===== config.mk =====
export PLATFORM = sky130hd
export DESIGN_NAME = clk_div_sel_flat
export DESIGN_NICKNAME = d
export VERILOG_FILES = /design/src/rtl/clk_div_sel_if.sv /design/src/rtl/clk_div_sel.sv /design/src/flat_wrapper.sv
export SDC_FILE = /design/constraint.sdc
export NUM_CORES = 1
export LEC_CHECK = 0
export ABC_AREA = 1
export CAP_MARGIN = 20
export CORE_MARGIN = 2
export CORE_UTILIZATION = 25
export DETAILED_ROUTE_END_ITERATION = 8
export PLACE_DENSITY_LB_ADDON = 0.08
export SETUP_SLACK_MARGIN = 0.4
export SLEW_MARGIN = 10
export SYNTH_ARGS = -nofsm -noshare
export SYNTH_HDL_FRONTEND = slang
export SYNTH_SLANG_ARGS = --single-unit

===== constraint.sdc =====
create_clock -name clk_in -period 1.6 [get_ports clk_in]
set_input_delay 0.24 -clock clk_in [delete_from_list [all_inputs] [get_ports clk_in]]
set_output_delay 0.24 -clock clk_in [all_outputs]
set_load 0.02 [all_outputs]

===== src/rtl/clk_div_sel_if.sv =====
// clk_div_sel_if
// Groups the control and clock outputs of clk_div_sel into one bundle.
//   mode     [1:0] requested mode: 0 slow, 1 mid, 2 fast, 3 single-step
//   step_btn       raw asynchronous step button, active-high
//   clk_out        generated CPU clock
//   tick           one-cycle enable aligned with each clk_out rising edge
//   mode_cur [1:0] mode currently in effect
// master drives mode/step_btn and observes the outputs; slave is the divider.
interface clk_div_sel_if;
  logic [1:0] mode;
  logic       step_btn;
  logic       clk_out;
  logic       tick;
  logic [1:0] mode_cur;

  modport master (
    output mode,
    output step_btn,
    input  clk_out,
    input  tick,
    input  mode_cur
  );

  modport slave (
    input  mode,
    input  step_btn,
    output clk_out,
    output tick,
    output mode_cur
  );
endinterface


===== src/rtl/clk_div_sel.sv =====
// clk_div_sel
// CPU clock generator: divides clk_in by one of three programmable
// half-periods (slow / mid / fast) or produces single HALF_FAST-wide pulses
// from a step button. Rate changes are applied only when clk_out falls, so
// no runt phase is ever produced. tick is a clk_in-domain enable that is
// high in exactly the cycle clk_out becomes 1.
// Ports:
//   clk_in  board clock, the only clock
//   rst     asynchronous active-high reset
//   bus     clk_div_sel_if.slave (mode, step_btn in; clk_out, tick, mode_cur out)
// Optional feature macro: CLKDIV_DEBOUNCE_EN -- when defined, the synchronised
// step button is debounced over DEB_CYCLES stable cycles before edge detection.
module clk_div_sel #(
  parameter int CNT_W      = 32,
  parameter int HALF_SLOW  = 2500000,
  parameter int HALF_MID   = 250000,
  parameter int HALF_FAST  = 30,
  parameter int DEB_CYCLES = 500000
) (
  input  logic         clk_in,
  input  logic         rst,
  clk_div_sel_if.slave bus
);

  localparam logic [1:0] MODE_STEP = 2'd3;

  localparam logic [CNT_W-1:0] SLOW_M1 = CNT_W'(HALF_SLOW - 1);
  localparam logic [CNT_W-1:0] MID_M1  = CNT_W'(HALF_MID - 1);
  localparam logic [CNT_W-1:0] FAST_M1 = CNT_W'(HALF_FAST - 1);

  // Reject nonsensical configurations at elaboration.
  if (HALF_SLOW < 1 || HALF_MID < 1 || HALF_FAST < 1 || DEB_CYCLES < 1) begin : gBadParams
    $error("clk_div_sel: HALF_SLOW, HALF_MID, HALF_FAST and DEB_CYCLES must be >= 1");
  end

  typedef enum logic [1:0] {
    ST_RUN        = 2'd0,
    ST_STEP_IDLE  = 2'd1,
    ST_STEP_PULSE = 2'd2
  } state_t;

  state_t           state_q, state_d;
  logic [1:0]       modeCur_q, modeCur_d;
  logic [CNT_W-1:0] cnt_q, cnt_d;
  logic             clkOut_q, clkOut_d;
  logic             tick_q, tick_d;

  logic             sync1_q, sync2_q;
  logic             btnPrev_q;
  logic             btnLvl;
  logic             stepEdge;
  logic [CNT_W-1:0] halfM1;

  // Two-flop synchroniser for the raw button, plus the previous-level
  // register used by the rising-edge detector.
  always_ff @(posedge clk_in or posedge rst) begin
    if (rst) begin
      sync1_q   <= 1'b0;
      sync2_q   <= 1'b0;
      btnPrev_q <= 1'b0;
    end else begin
      sync1_q   <= bus.step_btn;
      sync2_q   <= sync1_q;
      btnPrev_q <= btnLvl;
    end
  end

`ifdef CLKDIV_DEBOUNCE_EN
  localparam int DEB_W = (DEB_CYCLES > 1) ? $clog2(DEB_CYCLES) : 1;
  localparam logic [DEB_W-1:0] DEB_M1 = DEB_W'(DEB_CYCLES - 1);

  logic             debLevel_q;
  logic [DEB_W-1:0] debCnt_q;

  // The debounced level follows the synchronised button only after the
  // latter has disagreed with it for DEB_CYCLES consecutive cycles; any
  // return to agreement restarts the count.
  always_ff @(posedge clk_in or posedge rst) begin
    if (rst) begin
      debLevel_q <= 1'b0;
      debCnt_q   <= '0;
    end else if (sync2_q == debLevel_q) begin
      debCnt_q   <= '0;
    end else if (debCnt_q == DEB_M1) begin
      debLevel_q <= sync2_q;
      debCnt_q   <= '0;
    end else begin
      debCnt_q   <= debCnt_q + 1'b1;
    end
  end

  assign btnLvl = debLevel_q;
`else
  assign btnLvl = sync2_q;
`endif

  assign stepEdge = btnLvl & ~btnPrev_q;

  // Terminal count for the run mode currently in effect.
  always_comb begin
    case (modeCur_q)
      2'd0:    halfM1 = SLOW_M1;
      2'd1:    halfM1 = MID_M1;
      default: halfM1 = FAST_M1;
    endcase
  end

  // State register for the FSM and all registered outputs.
  always_ff @(posedge clk_in or posedge rst) begin
    if (rst) begin
      state_q   <= ST_RUN;
      modeCur_q <= 2'd0;
      cnt_q     <= '0;
      clkOut_q  <= 1'b0;
      tick_q    <= 1'b0;
    end else begin
      state_q   <= state_d;
      modeCur_q <= modeCur_d;
      cnt_q     <= cnt_d;
      clkOut_q  <= clkOut_d;
      tick_q    <= tick_d;
    end
  end

  // Next-state logic. In ST_RUN the counter wraps at H-1 and toggles
  // clk_out; a requested mode is only adopted on the falling toggle so the
  // high phase always finishes at the old rate. In step mode the same
  // counter times the HALF_FAST-wide pulse. A pending mode change out of
  // step mode wins over a coincident step edge.
  always_comb begin
    state_d   = state_q;
    modeCur_d = modeCur_q;
    cnt_d     = cnt_q;
    clkOut_d  = clkOut_q;
    tick_d    = 1'b0;

    case (state_q)
      ST_RUN: begin
        if (cnt_q == halfM1) begin
          cnt_d    = '0;
          clkOut_d = ~clkOut_q;
          tick_d   = ~clkOut_q;
          if (clkOut_q && (bus.mode != modeCur_q)) begin
            modeCur_d = bus.mode;
            if (bus.mode == MODE_STEP) begin
              state_d = ST_STEP_IDLE;
            end
          end
        end else begin
          cnt_d = cnt_q + 1'b1;
        end
      end

      ST_STEP_IDLE: begin
        clkOut_d = 1'b0;
        cnt_d    = '0;
        if (bus.mode != MODE_STEP) begin
          modeCur_d = bus.mode;
          state_d   = ST_RUN;
        end else if (stepEdge) begin
          clkOut_d = 1'b1;
          tick_d   = 1'b1;
          state_d  = ST_STEP_PULSE;
        end
      end

      ST_STEP_PULSE: begin
        if (cnt_q == FAST_M1) begin
          clkOut_d = 1'b0;
          cnt_d    = '0;
          state_d  = ST_STEP_IDLE;
        end else begin
          cnt_d = cnt_q + 1'b1;
        end
      end

      default: begin
        state_d   = ST_RUN;
        modeCur_d = 2'd0;
        cnt_d     = '0;
        clkOut_d  = 1'b0;
      end
    endcase
  end

  assign bus.clk_out  = clkOut_q;
  assign bus.tick     = tick_q;
  assign bus.mode_cur = modeCur_q;

endmodule


===== src/flat_wrapper.sv =====
// flat-port wrapper written by rule: the top's interface ports become plain ports
module clk_div_sel_flat 
#(
  parameter int CNT_W      = 32,
  parameter int HALF_SLOW  = 2500000,
  parameter int HALF_MID   = 250000,
  parameter int HALF_FAST  = 30,
  parameter int DEB_CYCLES = 500000
)
  (clk_in, rst, bus_mode, bus_step_btn, bus_clk_out, bus_tick, bus_mode_cur);
  clk_div_sel_if bus_i ();
  input  logic clk_in;
  input  logic rst;
  input wire logic [$bits(bus_i.mode)-1:0] bus_mode;
  input wire logic [$bits(bus_i.step_btn)-1:0] bus_step_btn;
  output wire logic [$bits(bus_i.clk_out)-1:0] bus_clk_out;
  output wire logic [$bits(bus_i.tick)-1:0] bus_tick;
  output wire logic [$bits(bus_i.mode_cur)-1:0] bus_mode_cur;
  assign bus_i.mode = bus_mode;
  assign bus_i.step_btn = bus_step_btn;
  assign bus_clk_out = bus_i.clk_out;
  assign bus_tick = bus_i.tick;
  assign bus_mode_cur = bus_i.mode_cur;
  clk_div_sel #(.CNT_W(CNT_W), .HALF_SLOW(HALF_SLOW), .HALF_MID(HALF_MID), .HALF_FAST(HALF_FAST), .DEB_CYCLES(DEB_CYCLES)) u_core (.clk_in(clk_in), .rst(rst), .bus(bus_i));
endmodule

==> impl_metrics.csv, run 1 <==
group,metric,value,unit
status,outcome,"complete, but fails checks",
status,violations,"negative setup slack",
finish,regArea,1030,um^2
timing,fmax,0.581,GHz
worst_setup_path,path_class,"reg2reg",
pwr,ir_worst_vdd,0.421,mV
timing,fin_crit_sh,108,%
route,postRouteAntennaNets,0,
timing,setup_viol,30,
finish,final_common_cell,"nand2_1",
pwr,p_per_area,916,nW/um^2
timing,layout_min_cycle_time,1720,ps
synthesis,syn_nets,380,
place,port_buffers,8,
synthesis,yosysUniqueCellTypes,28,
cts,cts_max_level,2,
synthesis,syn_inst,373,
timing,slew_viol_final,0,
cts,cts.clk_slew.worst_paths,90,ps
worst_setup_path,endpoint_kind,"flip-flop",
cts,clkLatencyLatePin,300,ps
global_routing,grt_max_degree,42,
finish,fill_cells,1105,
worst_hold_path,hp-class,"in2async",
route,firstDrtPassIters,4,
worst_setup_path,critPathRequiredTime,1790,ps
route,post_drt_wl_per_cell,15.6,um
route,drc_errors,0,
global_routing,track_usage,16.7,%
worst_setup_path,worst_r2r_path_depth,12,
route,first_iter_violations,171,
route,vias_per_cell,4.54,
cts,cts.path.max_buffers,2,
cts,cts-root-buf,"clkbuf_8",
timing,rsz0062_at_grt,"yes",
place,dpl_cell_area,3330,um^2
place,finalWeightedCongestion,0.856,
timing,whs,274,ps
synthesis,yosysWarnings,0,
place,dpl_worst_slack,-165,ps
route,num_vias,2631,
timing,worst_pin_slew,441,ps
synthesis,syn_area,2650,um^2
floorplanning,core,10300,um^2
worst_setup_path,regToRegEndpoint,"u_core.bus.mode_cur[0]",
worst_setup_path,r2r-start,"u_core.cnt_q[27]",
timing,finClkSkew,10.9,ps
global_routing,antenna_found_initial,0,
worst_setup_path,start_kind,"flip-flop",
timing,finalHoldViolCount,0,
floorplanning,die-height,107,um
global_routing,grt_pass1_vias,2592,
floorplanning,die_w,107,um
finish,final_cell_mix,"nand2_1, buf_4, inv_1, nor2_1, dfrtp_1",
synthesis,synth-seq-area-share,38.7,%
route,drt_wl_total,9070,um
timing,slew_headroom,70.4,%
worst_setup_path,critPathArrivalTime,1910,ps
cts,cts_tree,"done",
floorplanning,row_count,37,
cts,cts_buffers,5,
job,max-cap-violations,0,
timing,timing.final.ws_setup,-120,ps
place,dp_hpwl,6670,um
timing,tns,-1590,ps
finish,stdcell_count,580,
place,dp_cells,565,
cts,clock-sinks,41,
synthesis,synth-seq-cells,41,
finish,fin_area,3700,um^2
finish,antenna_cells,0,
pwr,p_leak,1.67,nW
finish,multi_input_area,1590,um^2
floorplanning,die_area,11400,um^2
finish,area_growth,39.7,%
floorplanning,start_util,25.7,%
synthesis,avgSynthCellArea,7.10,um^2
worst_setup_path,r2r_slack,-120,ps
finish,drive_gt1_share,32.2,%
worst_setup_path,cp_max_fo,6,
finish,num-nets-final,450,
floorplanning,ios,9,
global_routing,overflow,0,
global_routing,grt_first_pass_wirelength,14500,um
-- state kept, by name, summed over array words and instances, names as in the netlist --
name,flops
u_core.cnt_q,32
u_core.bus.clk_out,1
u_core.bus.mode_cur,2
u_core.btnLvl,1
u_core.sync1_q,1
u_core.btnPrev_q,1
u_core.bus.tick,1
u_core.state_q,2
-- worst max-delay path by stage --
stage,start,endpoint
floorplan,u_core.cnt_q[1],u_core.cnt_q[0]
global placement,bus_mode[1],u_core.bus.clk_out
detailed placement,bus_mode[0],u_core.bus.clk_out
CTS,u_core.cnt_q[26],u_core.cnt_q[24]
global route,u_core.cnt_q[27],u_core.bus.mode_cur[0]
finish,u_core.cnt_q[27],u_core.bus.mode_cur[0]
-- cell type report --
| type | instances | area share [%] |
|---|---|---|
| Tap cell | 136 | 4.60 |
| Multi-Input combinational cell | 279 | 42.9 |
| Timing Repair Buffer | 69 | 17.5 |
| Sequential cell | 41 | 28.0 |
| Clock buffer | 6 | 1.96 |
| Clock inverter | 2 | 0.270 |
| Inverter | 47 | 4.83 |
-- cell families after synthesis --
family / share of synthesized area, %
flip-flops: 38.7
buffers and inverters: 8.27
XOR/XNOR: 6.94
AO/OA/AOI/OAI: 7.79
adder cells (fa/ha/maj): 0.945
AND/OR/NAND/NOR: 37.3
-- where the power goes --
part / switching (mW) / internal, mW
Combinational: 0.786 / 0.602
Clock: 0.399 / 0.304
Sequential: 0.144 / 1.16
Total: 1.33 / 2.06
-- routing by layer --
layer	wire [um]	global-route usage [%]	share of wire (%)
met2	4340	27.3	48
met5	0	0	0
met4	114	3.53	1.3
met1	4350	23.8	48
met3	263	2.19	2.9
-- Yosys cell counts --
master	instances	area (um^2)
xor2_1	17	149
inv_2	2	7.51
buf_2	1	5.00
a21oi_2	1	8.76
clkbuf_1	1	3.75
xnor2_1	4	35.0
nand3_1	26	130
nor4_1	1	6.26
buf_6	1	11.3
buf_4	3	22.5
o21ai_0	5	25.0
or2_0	1	6.26
and2_1	1	6.26
ha_1	2	25.0
dfrtp_1	41	1030
inv_1	44	165
nor2_2	4	25.0
nor3_2	5	50.1
nor3_1	11	55.1
nand2_1	102	383
nor3_4	3	48.8
a21oi_1	33	165
nand4_1	8	50.1
nor3b_2	2	25.0
a22oi_1	1	7.51
nor2_1	49	184
clkinv_1	1	3.75
nand2_2	3	18.8
-- critical path, stage by stage (launching register included) --
cell	delay, ps
dfrtp_1	410
nor2_2	150
nand2_1	110
nor2_1	120
buf_4	120
nand2_2	50
nor2_2	90
nand3_2	100
nand2_4	150
buf_12	140
nand2_4	50
nand2_2	80
nand2_1	40
-- per-stage QoR --
stage / utilization [%] / total power, mW
6_report: 35.9 / 3.39
5_1_grt: 35.9 / 3.64
4_1_cts: 33.9 / 3.26
3_5_place_dp: 32.3 / 2.48
3_3_place_gp: 32.3 / 2.49
2_1_floorplan: - / 1.95
-- timing repair --
item / 4_1_cts / 5_1_grt
setup endpoints to repair: 42 / 40
hold buffers: 0 / 0
pin swaps: 3 / 7
cloned: 0 / 2
hold endpoints to repair: 0 / 0
buffers inserted: 3 / 2
resized for setup: 40 / 43
Note: power is estimated with default switching activity, not from simulation.
==> inputs of run 2 (changes only) <==
CORE_UTILIZATION = 55   (was 25)
HOLD_SLACK_MARGIN = 0.08   (was unset)
==> run 2 against run 1 <==
  * Maximum frequency increased by 5.1%
  * Worst setup slack gained 83 ps
  * Clock power down 2%
  * Routed wire length decreased by 6.8%
  * Final cell count down 14%
  * The flow still finishes with violations (negative setup slack)
  * Via count rose by 9.3%
  * Design area down 0.37%
  * Total power increased by 2.4%
  * Hold slack lost 83 ps
  * Largest power group unchanged
  * Combinational power is 6% higher
==> impl_metrics.csv, run 2 (same netlist as run 1, synthesis figures left out) <==
group,metric,value,unit
finish,top_register,"u_core.cnt_q",
place,dp_hpwl,5220,um
finish,area_growth,39.2,%
timing,fin_crit_sh,102,%
route,firstDrtPassIters,7,
finish,largest_register_ffs,32,
worst_setup_path,endpoint_kind,"flip-flop",
cts,cts.clk_slew.worst_paths,90,ps
route,first_iter_violations,330,
worst_setup_path,cp_max_fo,3,
route,drt_wl_total,8450,um
job,max-cap-violations,0,
finish,antenna_cells,0,
cts,cts_buffers,5,
place,port_buffers,8,
route,vias_per_cell,5.75,
timing,rsz0062_at_grt,"yes",
cts,cts.path.max_buffers,2,
floorplanning,die_w,73.4,um
cts,clock-sinks,41,
route,postRouteAntennaNets,0,
route,post_drt_wl_per_cell,16.9,um
floorplanning,start_util,56.5,%
global_routing,overflow,0,
timing,finalHoldViolCount,0,
pwr,p_comb_share,42.4,%
place,finalWeightedCongestion,0.978,
timing,timing.final.ws_setup,-37.0,ps
global_routing,track_usage,29.1,%
timing,setup_viol,7,
global_routing,grt_first_pass_wirelength,11800,um
floorplanning,ios,9,
global_routing,grt_max_degree,33,
place,dpl_worst_slack,-28.5,ps
finish,fin_util,78.6,%
pwr,p_per_area,942,nW/um^2
pwr,ir_worst_vdd,1.02,mV
pwr,internal_power,2.09,mW
global_routing,grt_pass1_vias,2583,
worst_setup_path,critPathTopFamily,"simple AND/OR/NAND/NOR gates",
pwr,seqPwrFrac,37.8,%
cts,cts_max_level,2,
worst_setup_path,worst-path-stages,12,
worst_setup_path,critPathRequiredTime,1790,ps
pwr,p_leak,1.73,nW
timing,slew_headroom,72.1,%
worst_setup_path,start_kind,"flip-flop",
finish,final_common_cell,"nand2_1",
pwr,pwr-share-clk,19.8,%
route,num_vias,2876,
cts,clkLatencyLatePin,300,ps
timing,fmax,0.611,GHz
worst_setup_path,path_class,"reg2reg",
finish,num-nets-final,452,
floorplanning,row_count,25,
floorplanning,die_area,5390,um^2
cts,cts-root-buf,"clkbuf_8",
status,outcome,"complete, but fails checks",
timing,layout_min_cycle_time,1640,ps
worst_setup_path,critPathArrivalTime,1830,ps
worst_setup_path,cp_slowest_cell,"dfrtp_1",
worst_hold_path,hp-class,"in2async",
pwr,swShare,39.7,%
finish,final_cell_mix,"nand2_1, buf_4, inv_1, a21oi_1, dfrtp_1",
timing,worst_pin_slew,416,ps
worst_setup_path,slowest_delay,410,ps
cts,cts_tree,"done",
worst_setup_path,worst-path-buf-inv,2,
status,violations,"negative setup slack",
floorplanning,die-height,73.4,um
floorplanning,core,4690,um^2
worst_setup_path,crit_chain,"nand2_2 -> inv_1 -> nand2_1 -> nor2_2 -> nand2_1 -> nor2_1 -> nand3_1 -> nand2_2 -> buf_6 -> nand2_4 -> nand2_2 -> nand2_1",
timing,finClkSkew,6.85,ps
cts,cts_hold_buf,0,
pwr,power_switching,1.38,mW
route,drc_errors,0,
finish,drive_gt1_share,36.3,%
worst_setup_path,worst_r2r_path_depth,12,
global_routing,antenna_found_initial,0,
timing,slew_viol_final,0,
run 2: cell count changes in the layout (fill, tap and decap cells not counted), moves of 5 or more:
cell | before | now
nand2_1 | 92 | 86
buf_6 | 8 | 18
nor2_1 | 37 | 28
nor2_2 | 12 | 17
run 2: layer usage:
metal | global-route usage (%) | wire [um] | up-vias
li1 | - | - | 1333
met1 | 40.0 | 3440 | 1370
met3 | 4.25 | 616 | 35
met5 | 0 | 0 | -
met2 | 45.4 | 4040 | 138
met4 | 13.3 | 352 | 0
run 2: worst reg2reg max path, delay by kind of cell (launching register included):
kind	cells	cell delay, ps
buffers and inverters	2	220
DFF	1	410
and+or+nand+nor	10	900
run 2: timing repair:
| action | 4_1_cts | 5_1_grt |
|---|---|---|
| gates cloned | 2 | 0 |
| setup endpoints to repair | 42 | 42 |
| buffers inserted | 13 | 16 |
| gates resized for setup | 44 | 75 |
| pin swaps | 17 | 30 |
run 2: layout make-up:
cell class / instances / area (um^2)
multi-input combinational: 279 / 1680
sequential: 41 / 1040
fill: 319 / 1000
timing repair buffer: 71 / 629
inverter: 47 / 181
clock buffer: 5 / 68.8
tap: 54 / 67.6
clock inverter: 3 / 17.5
run 2: power groups by stage:
stage	Clock (mW)	Sequential [mW]	Combinational, mW
floorplan	0	1.35	0.595
global placement	0	1.32	0.967
detailed placement	0	1.32	0.980
CTS	0.691	1.29	1.09
global route	0.731	1.33	1.59
finish	0.689	1.31	1.47
run 2: stage by stage:
step | cell area, um^2 | total power [mW] | cells | TNS, ps | hold WS (ps)
3_3_place_gp | 3030 | 2.28 | 461 | -13.7 | 336
2_1_floorplan | 2690 | 1.95 | 373 | 0 | 271
4_1_cts | 3330 | 3.07 | 484 | 0 | 199
3_5_place_dp | 3030 | 2.30 | 461 | -81.4 | 339
5_1_grt | 3690 | 3.64 | 500 | -2660 | 209
6_report | 3690 | 3.47 | 500 | -74.7 | 190
run 2: path summary, 6_finish.rpt:
path,end,startpoint,slack (ps)
setup / recovery,u_core.bus.mode_cur[1],u_core.cnt_q[2],-40
hold / removal,u_core.bus.tick,rst,190
setup reg to reg,u_core.bus.mode_cur[1],u_core.cnt_q[2],-40
hold reg to reg,u_core.btnLvl,u_core.sync1_q,360
max in group asynchronous,u_core.cnt_q[4],rst,930
min in group clk_in,u_core.btnLvl,u_core.sync1_q,360
==> inputs of run 3 (changes only) <==
ABC_AREA = unset   (was 1)
HOLD_SLACK_MARGIN = 0.06   (was 0.08)
MAX_ROUTING_LAYER = met4   (was unset)
==> run 3 against run 2 <==
  * The run still ends with negative setup slack left
  * Routed wire length grew 5.4%
  * Synthesized cell count shrank 29%
  * Sequential share of layout area shrank 2.4 points
  * Global-route usage grew 1.9 points
  * Clock skew shrank 0.86 ps
  * Hold slack gained 68 ps
  * Core utilization grew 12 points
  * First-iteration DRC count shrank 34%
  * Die area shrank 2.5%
  * Worst setup slack lost 430 ps
  * Critical path depth shrank 4
  * Critical path type unchanged
==> impl_metrics.csv, run 3 <==
group,metric,value,unit
status,outcome,"complete, but fails checks",
status,violations,"negative setup slack",
timing,slew_headroom,75.7,%
worst_setup_path,start_kind,"flip-flop",
place,finalWeightedCongestion,0.910,
finish,fill_cells,193,
synthesis,synth_top_area_share,39.8,%
synthesis,synth-seq-area-share,39.8,%
cts,cts_max_level,2,
finish,fin_area,4030,um^2
synthesis,syn_inst,264,
pwr,ir_worst_vdd,0.946,mV
route,vias_per_cell,6.38,
route,post_drt_wl_per_cell,21.3,um
finish,drive_gt1_share,53.6,%
global_routing,grt_pass1_vias,2506,
synthesis,synth_top_family_by_area,"simple AND/OR/NAND/NOR gates",
floorplanning,die-height,72.5,um
finish,area_growth,56.2,%
finish,top_register,"u_core.cnt_q",
synthesis,synth_xor_area_share,7.13,%
pwr,power,3.61,mW
cts,clock-sinks,41,
timing,setup_viol,36,
worst_setup_path,worst_r2r_path_depth,8,
route,drt_wl_total,8910,um
synthesis,synth_top_cell_by_area,"dfrtp_1",
route,num_vias,2668,
pwr,pwr-share-clk,24.8,%
synthesis,synth_fa_ha_area_share,0.970,%
finish,final_cell_mix,"buf_4, dfrtp_1, buf_6, nor2_1, nand4_1",
pwr,seqPwrFrac,34.5,%
pwr,p_comb_share,40.7,%
synthesis,yosysWarnings,0,
synthesis,synthFlopType,"dfrtp_1",
place,dpl_cell_area,3240,um^2
cts,cts-root-buf,"clkbuf_8",
place,dp_cells,383,
synthesis,yosys.area_share.simple,30.3,%
global_routing,antenna_found_initial,0,
finish,fin_util,90.7,%
floorplanning,die_w,72.5,um
place,port_buffers,8,
worst_setup_path,critPathArrivalTime,2230,ps
finish,stdcell_count,418,
timing,finClkSkew,5.99,ps
global_routing,overflow,0,
synthesis,async_flop_share,100,%
worst_setup_path,cp_max_fo,8,
synthesis,synth-seq-cells,41,
pwr,power_switching,1.28,mW
synthesis,avgSynthCellArea,9.77,um^2
cts,cts.path.max_buffers,2,
timing,fmax,0.485,GHz
pwr,p_leak,1.83,nW
global_routing,track_usage,31.0,%
finish,num-nets-final,372,
timing,worst_pin_slew,365,ps
timing,tns,-10240,ps
floorplanning,row_count,24,
route,firstDrtPassIters,5,
synthesis,syn_nets,271,
cts,cts_tree,"done",
worst_setup_path,path_class,"reg2reg",
floorplanning,start_util,58.1,%
timing,finalHoldViolCount,0,
synthesis,synth-compound-area-share,16.8,%
finish,regArea,1040,um^2
cts,cts_buffers,5,
route,drc_errors,0,
timing,rsz0062_at_grt,"yes",
timing,layout_min_cycle_time,2060,ps
worst_hold_path,hp-class,"in2async",
timing,fin_crit_sh,129,%
floorplanning,die_area,5250,um^2
global_routing,grt_max_degree,30,
synthesis,synthTopCellsByCount,"dfrtp_1, nor2_1, nand3_1, nand4_1, xnor2_1",
finish,multi_input_area,1810,um^2
synthesis,yosysMostFrequentCell,"dfrtp_1",
finish,antenna_cells,0,
pwr,p_per_area,896,nW/um^2
worst_setup_path,critPathRequiredTime,1770,ps
floorplanning,core,4440,um^2
job,max-cap-violations,0,
global_routing,grt_first_pass_wirelength,12300,um
route,postRouteAntennaNets,0,
cts,clkLatencyLatePin,290,ps
cts,cts_hold_buf,0,
pwr,swShare,35.4,%
timing,slew_viol_final,0,
place,dp_hpwl,4790,um
finish,largest_register_ffs,32,
cts,cts.clk_slew.worst_paths,90,ps
synthesis,synth_edf_count,0,
timing,timing.final.ws_setup,-463,ps
synthesis,yosysUniqueCellTypes,57,
route,first_iter_violations,217,
synthesis,syn_area,2580,um^2
synthesis,synth_area_leaders,"dfrtp_1, xnor2_1, xor2_1",
floorplanning,ios,9,
finish,final_common_cell,"buf_4",
pwr,internal_power,2.33,mW
worst_setup_path,endpoint_kind,"flip-flop",
synthesis,muxShareOfSynthArea,0.436,%
==> run 3: power groups by stage <==
stage	clock [mW]	sequential, mW	combinational (mW)
3_5_place_dp	0	1.23	0.988
6_report	0.894	1.25	1.47
5_1_grt	0.940	1.25	1.53
4_1_cts	0.879	1.23	1.06
3_3_place_gp	0	1.23	0.957
2_1_floorplan	0	1.25	0.582
==> run 3: path summary, 6_finish.rpt <==
kind | start | slack [ps] | end
worst max-delay path | u_core.bus.mode_cur[1] | -460 | u_core.cnt_q[0]
worst min-delay path | rst | 260 | u_core.state_q[0]
worst max register to register | u_core.bus.mode_cur[1] | -460 | u_core.cnt_q[0]
worst min register to register | u_core.sync1_q | 360 | u_core.btnLvl
max in group asynchronous | rst | 970 | u_core.cnt_q[5]
min in group clk_in | u_core.sync1_q | 360 | u_core.btnLvl
==> run 3: layer usage <==
| layer | track usage (%) | wire length (um) | vias up |
|---|---|---|---|
| li1 | - | - | 1191 |
| met1 | 39.7 | 3530 | 1325 |
| met2 | 51.9 | 4580 | 121 |
| met3 | 3.61 | 548 | 31 |
| met4 | 9.26 | 252 | 0 |
| met5 | - | 0 | - |
==> run 3: kinds of logic after synthesis <==
logic type,Yosys count
xor gates and xnor gates,21
DFF,41
muxes,1
buffers and inverters,22
and+or+nand+nor,123
AOI/OAI and AO/OA,54
adders and majority gates,2
==> run 3: worst max-delay path: stages (launching register included) <==
cell and delay (ps):
dfrtp_2 450, buf_6 140, nor4bb_4 270, a21oi_2 60, a211o_1 350, o31ai_4 240, buf_6 170, clkbuf_16 170
a211oi_2 70
==> run 3: area by class of cell <==
class | count | share of cell area, %
Clock buffer | 7 | 2.14
Clock inverter | 1 | 0.745
Inverter | 6 | 0.559
Multi-Input combinational cell | 201 | 44.8
Sequential cell | 41 | 25.8
Tap cell | 52 | 1.61
Timing Repair Buffer | 110 | 24.3
==> run 3: metrics by stage <==
stage          setup WS [ps]  hold slack, ps
3_5_place_dp            -373             342
5_1_grt                 -507             268
3_3_place_gp            -364             334
2_1_floorplan           -400             271
6_report                -463             258
4_1_cts                 -334             268
==> run 3: what timing repair did <==
item	CTS	global route
pin swaps	20	40
setup buffers	12	13
endpoints found under the setup margin	42	40
gates resized for setup	63	53
gates cloned	0	2
==> edit, RTL diff (config.mk and constraints of run 3) <==
Re-encode `state_t` (3 states) as one-hot, 3 bits wide.
--- a/src/rtl/clk_div_sel.sv
+++ b/src/rtl/clk_div_sel.sv
@@ -33,10 +33,10 @@
     $error("clk_div_sel: HALF_SLOW, HALF_MID, HALF_FAST and DEB_CYCLES must be >= 1");
   end
 
-  typedef enum logic [1:0] {
-    ST_RUN        = 2'd0,
-    ST_STEP_IDLE  = 2'd1,
-    ST_STEP_PULSE = 2'd2
+  typedef enum logic [2:0] {
+    ST_RUN        = 3'b001,
+    ST_STEP_IDLE  = 3'b010,
+    ST_STEP_PULSE = 3'b100
   } state_t;
 
   state_t           state_q, state_d;
Check against the original RTL: same outputs for any inputs over 10 cycles, from zero or initial values and one cycle with rst high; not proved beyond that.
==> edit against run 3 <==
  * The flow still finishes with violations (negative setup slack)
  * Wire length shrank 25%
  * Combinational power shrank 39%
  * Cell area shrank 18%
  * Cell count shrank 14%
  * Area after synthesis shrank 13%
  * Utilization shrank 7.4 points
  * Sequential cell count grew 1
  * Global-route usage shrank 0.71 points
  * Total power shrank 18%
  * Worst setup slack gained 0.039 ns
==> edit: results (changes against run 3) <==
## Clocking
* maximum number of buffers from clock root to sink: 2, unchanged
* Skew-Pair Late Insertion Delay: 0.30 ns
* number of H-tree levels: 2, unchanged

## Placed design
* cell area after placement: 0.00285 mm², was 0.00324 mm²
* dpl hpwl: 3.95 mm, was 4.79 mm
* final RePlAce weighted congestion: 0.889, was 0.910
* input/output buffers: 8, unchanged
* Post-Place Worst Slack: -0.302 ns, was -0.373 ns

## Routing
* Iteration-0 DRC Markers: 202, was 217
* detailed-router iteration count before antenna repair: 4, was 5
* total routed wirelength: 6.66 mm, was 8.91 mm
* via count normalized by instance count: 5.79, was 6.38
* DRC viols: 0, unchanged

## Global routing
* met3 demand-to-capacity share in global routing: 5.76%, was 3.61%
* largest net degree at the start of global routing: 27, was 30
* met2 Use GR: 52.2%, was 51.9%
* via count of the first global-routing pass: 2111, was 2506
* GR met1 Demand/Resource: 36.0%, was 39.7%
* Tot GR Track Use: 30.3%, was 31.0%
* global-route wire length before repair: 10.0 mm, was 12.3 mm

## Synthesis
* top post-synthesis cells by count: 41 x sky130_fd_sc_hd__dfrtp_1, 32 x sky130_fd_sc_hd__nor2_1, 26 x sky130_fd_sc_hd__xor2_1, was 41 x sky130_fd_sc_hd__dfrtp_1, 16 x sky130_fd_sc_hd__nor2_1, 13 x sky130_fd_sc_hd__nand3_1, 13 x sky130_fd_sc_hd__nand4_1, 11 x sky130_fd_sc_hd__xnor2_1
* fraction of synthesis flops using an asynchronous set or reset pin: 100%, unchanged
* Net Count, Synth: 235, was 271
* sequential cell area fraction in the yosys report: 46.7%, was 39.8%
* count of unique library cells instantiated by Yosys: 39, was 57
* cells taking the most area after synthesis: sky130_fd_sc_hd__dfrtp_1 46%, sky130_fd_sc_hd__xor2_1 10%, sky130_fd_sc_hd__nor2_1 5.3%, was sky130_fd_sc_hd__dfrtp_1 40%, sky130_fd_sc_hd__xnor2_1 3.7%, sky130_fd_sc_hd__xor2_1 3.4%

## Final layout
* final-stage net count: 317, was 372
* layout filler cell count: 214, was 193
* Antenna diodes: 0, unchanged
* share of cells above drive strength 1: 42.8%, was 53.6%

## Timing
* Setup violations, final: 39, was 36
* Setup Total Neg Slack: -13.77 ns, was -10.24 ns
* Clock Skew: 0.00722 ns, was 0.00599 ns
* final worst setup slack: -0.423 ns, was -0.463 ns
* worst slew slack as a fraction of its limit: 72.1%, was 75.7%

## Critical path
* terminus of the critical flop-to-flop path: u_core.cnt_q[25]$_DFF_PP0_, was u_core.cnt_q[0]$_DFF_PP0_
* Arr. time, crit path: 2.21 ns, was 2.23 ns
* max incr delay on CP: 0.44 ns
* Worst path slowest cell: sky130_fd_sc_hd__dfrtp_1, was sky130_fd_sc_hd__dfrtp_2
* maximum fanout along the worst path: 6, was 8
* Worst R2R Start: u_core.cnt_q[12]$_DFF_PP0_, was u_core.bus.mode_cur[1]$_DFFE_PP0P_

## Power and ir drop
* maximum ir drop on the vdd rail: 0.718 mV, was 0.946 mV
* total leakage power: 0.00150 µW, was 0.00183 µW
* switching power of the nets: 903 µW, was 1280 µW

## Run status
* status: finished, violations left, unchanged
* failing checks: negative setup slack, unchanged

-- edit: stage by stage --
step | hold WS (ns) | std cells | total power (µW)
floorplan | 0.231 | 228 | 1610
global placement | 0.343 | 340 | 1890
detailed placement | 0.338 | 340 | 1930
CTS | 0.296 | 357 | 2880
global route | 0.309 | 361 | 3120
finish | 0.286 | 361 | 2980
-- edit: power groups by stage --
stage / clock [µW] / sequential, µW / combinational (µW)
2_1_floorplan: 0 / 1280 / 333
3_3_place_gp: 0 / 1260 / 628
3_5_place_dp: 0 / 1260 / 669
4_1_cts: 846 / 1230 / 797
5_1_grt: 909 / 1260 / 949
6_report: 842 / 1240 / 891
-- edit: kinds of logic after synthesis --
| logic type | share of synthesized area [%] |
|---|---|
| simple gates | 31.4 |
| fa+ha+maj | 1.11 |
| flops | 46.7 |
| buf+inv | 2.89 |
| xor+xnor | 12.4 |
| compound gates | 5.44 |
-- edit: cell type report --
class | instances | area, µm² | area share [%]
clock buffers | 6 | 72.6 | 2.20
clock inverters | 2 | 37.5 | 1.14
inverters | 4 | 18.8 | 0.568
multi-input cells | 177 | 1310 | 39.7
flip-flops and latches | 42 | 1050 | 31.9
well taps | 50 | 62.6 | 1.89
repair buffers | 80 | 748 | 22.6
-- edit: worst max-delay path by stage --
stage                                       startpoint                            endpoint  slack, ns  cells after the start
floorplan           u_core.bus.mode_cur[1]$_DFFE_PP0P_  u_core.bus.mode_cur[1]$_DFFE_PP0P_      -0.20                      7
global placement            u_core.cnt_q[23]$_DFF_PP0_          u_core.cnt_q[25]$_DFF_PP0_      -0.30                      7
detailed placement          u_core.cnt_q[23]$_DFF_PP0_          u_core.cnt_q[24]$_DFF_PP0_      -0.30                      7
CTS                          u_core.cnt_q[5]$_DFF_PP0_          u_core.cnt_q[14]$_DFF_PP0_      -0.34                      8
global route                u_core.cnt_q[12]$_DFF_PP0_          u_core.cnt_q[26]$_DFF_PP0_      -0.48                      8
finish                      u_core.cnt_q[12]$_DFF_PP0_          u_core.cnt_q[25]$_DFF_PP0_      -0.42                      8
-- edit: layer usage --
layer,share of wire [%],wire (µm)
met1,38,2560
met2,53,3520
met3,5.5,369
met4,3.2,212
met5,0,0
-- edit: what timing repair did --
item | CTS | global route
gates resized for setup | 32 | 33
setup endpoints to repair | 43 | 42
pin swaps | 5 | 5
cloned | 1 | 2
setup buffers | 8 | 2
endpoints found under the hold margin | 0 | 0
-- edit: worst max-delay path, delay by kind of cell (launching register included) --
family          cells  cell delay, ns
flops               1            0.44
simple gates        5            1.00
buf+inv             2            0.32
compound gates      1            0.16
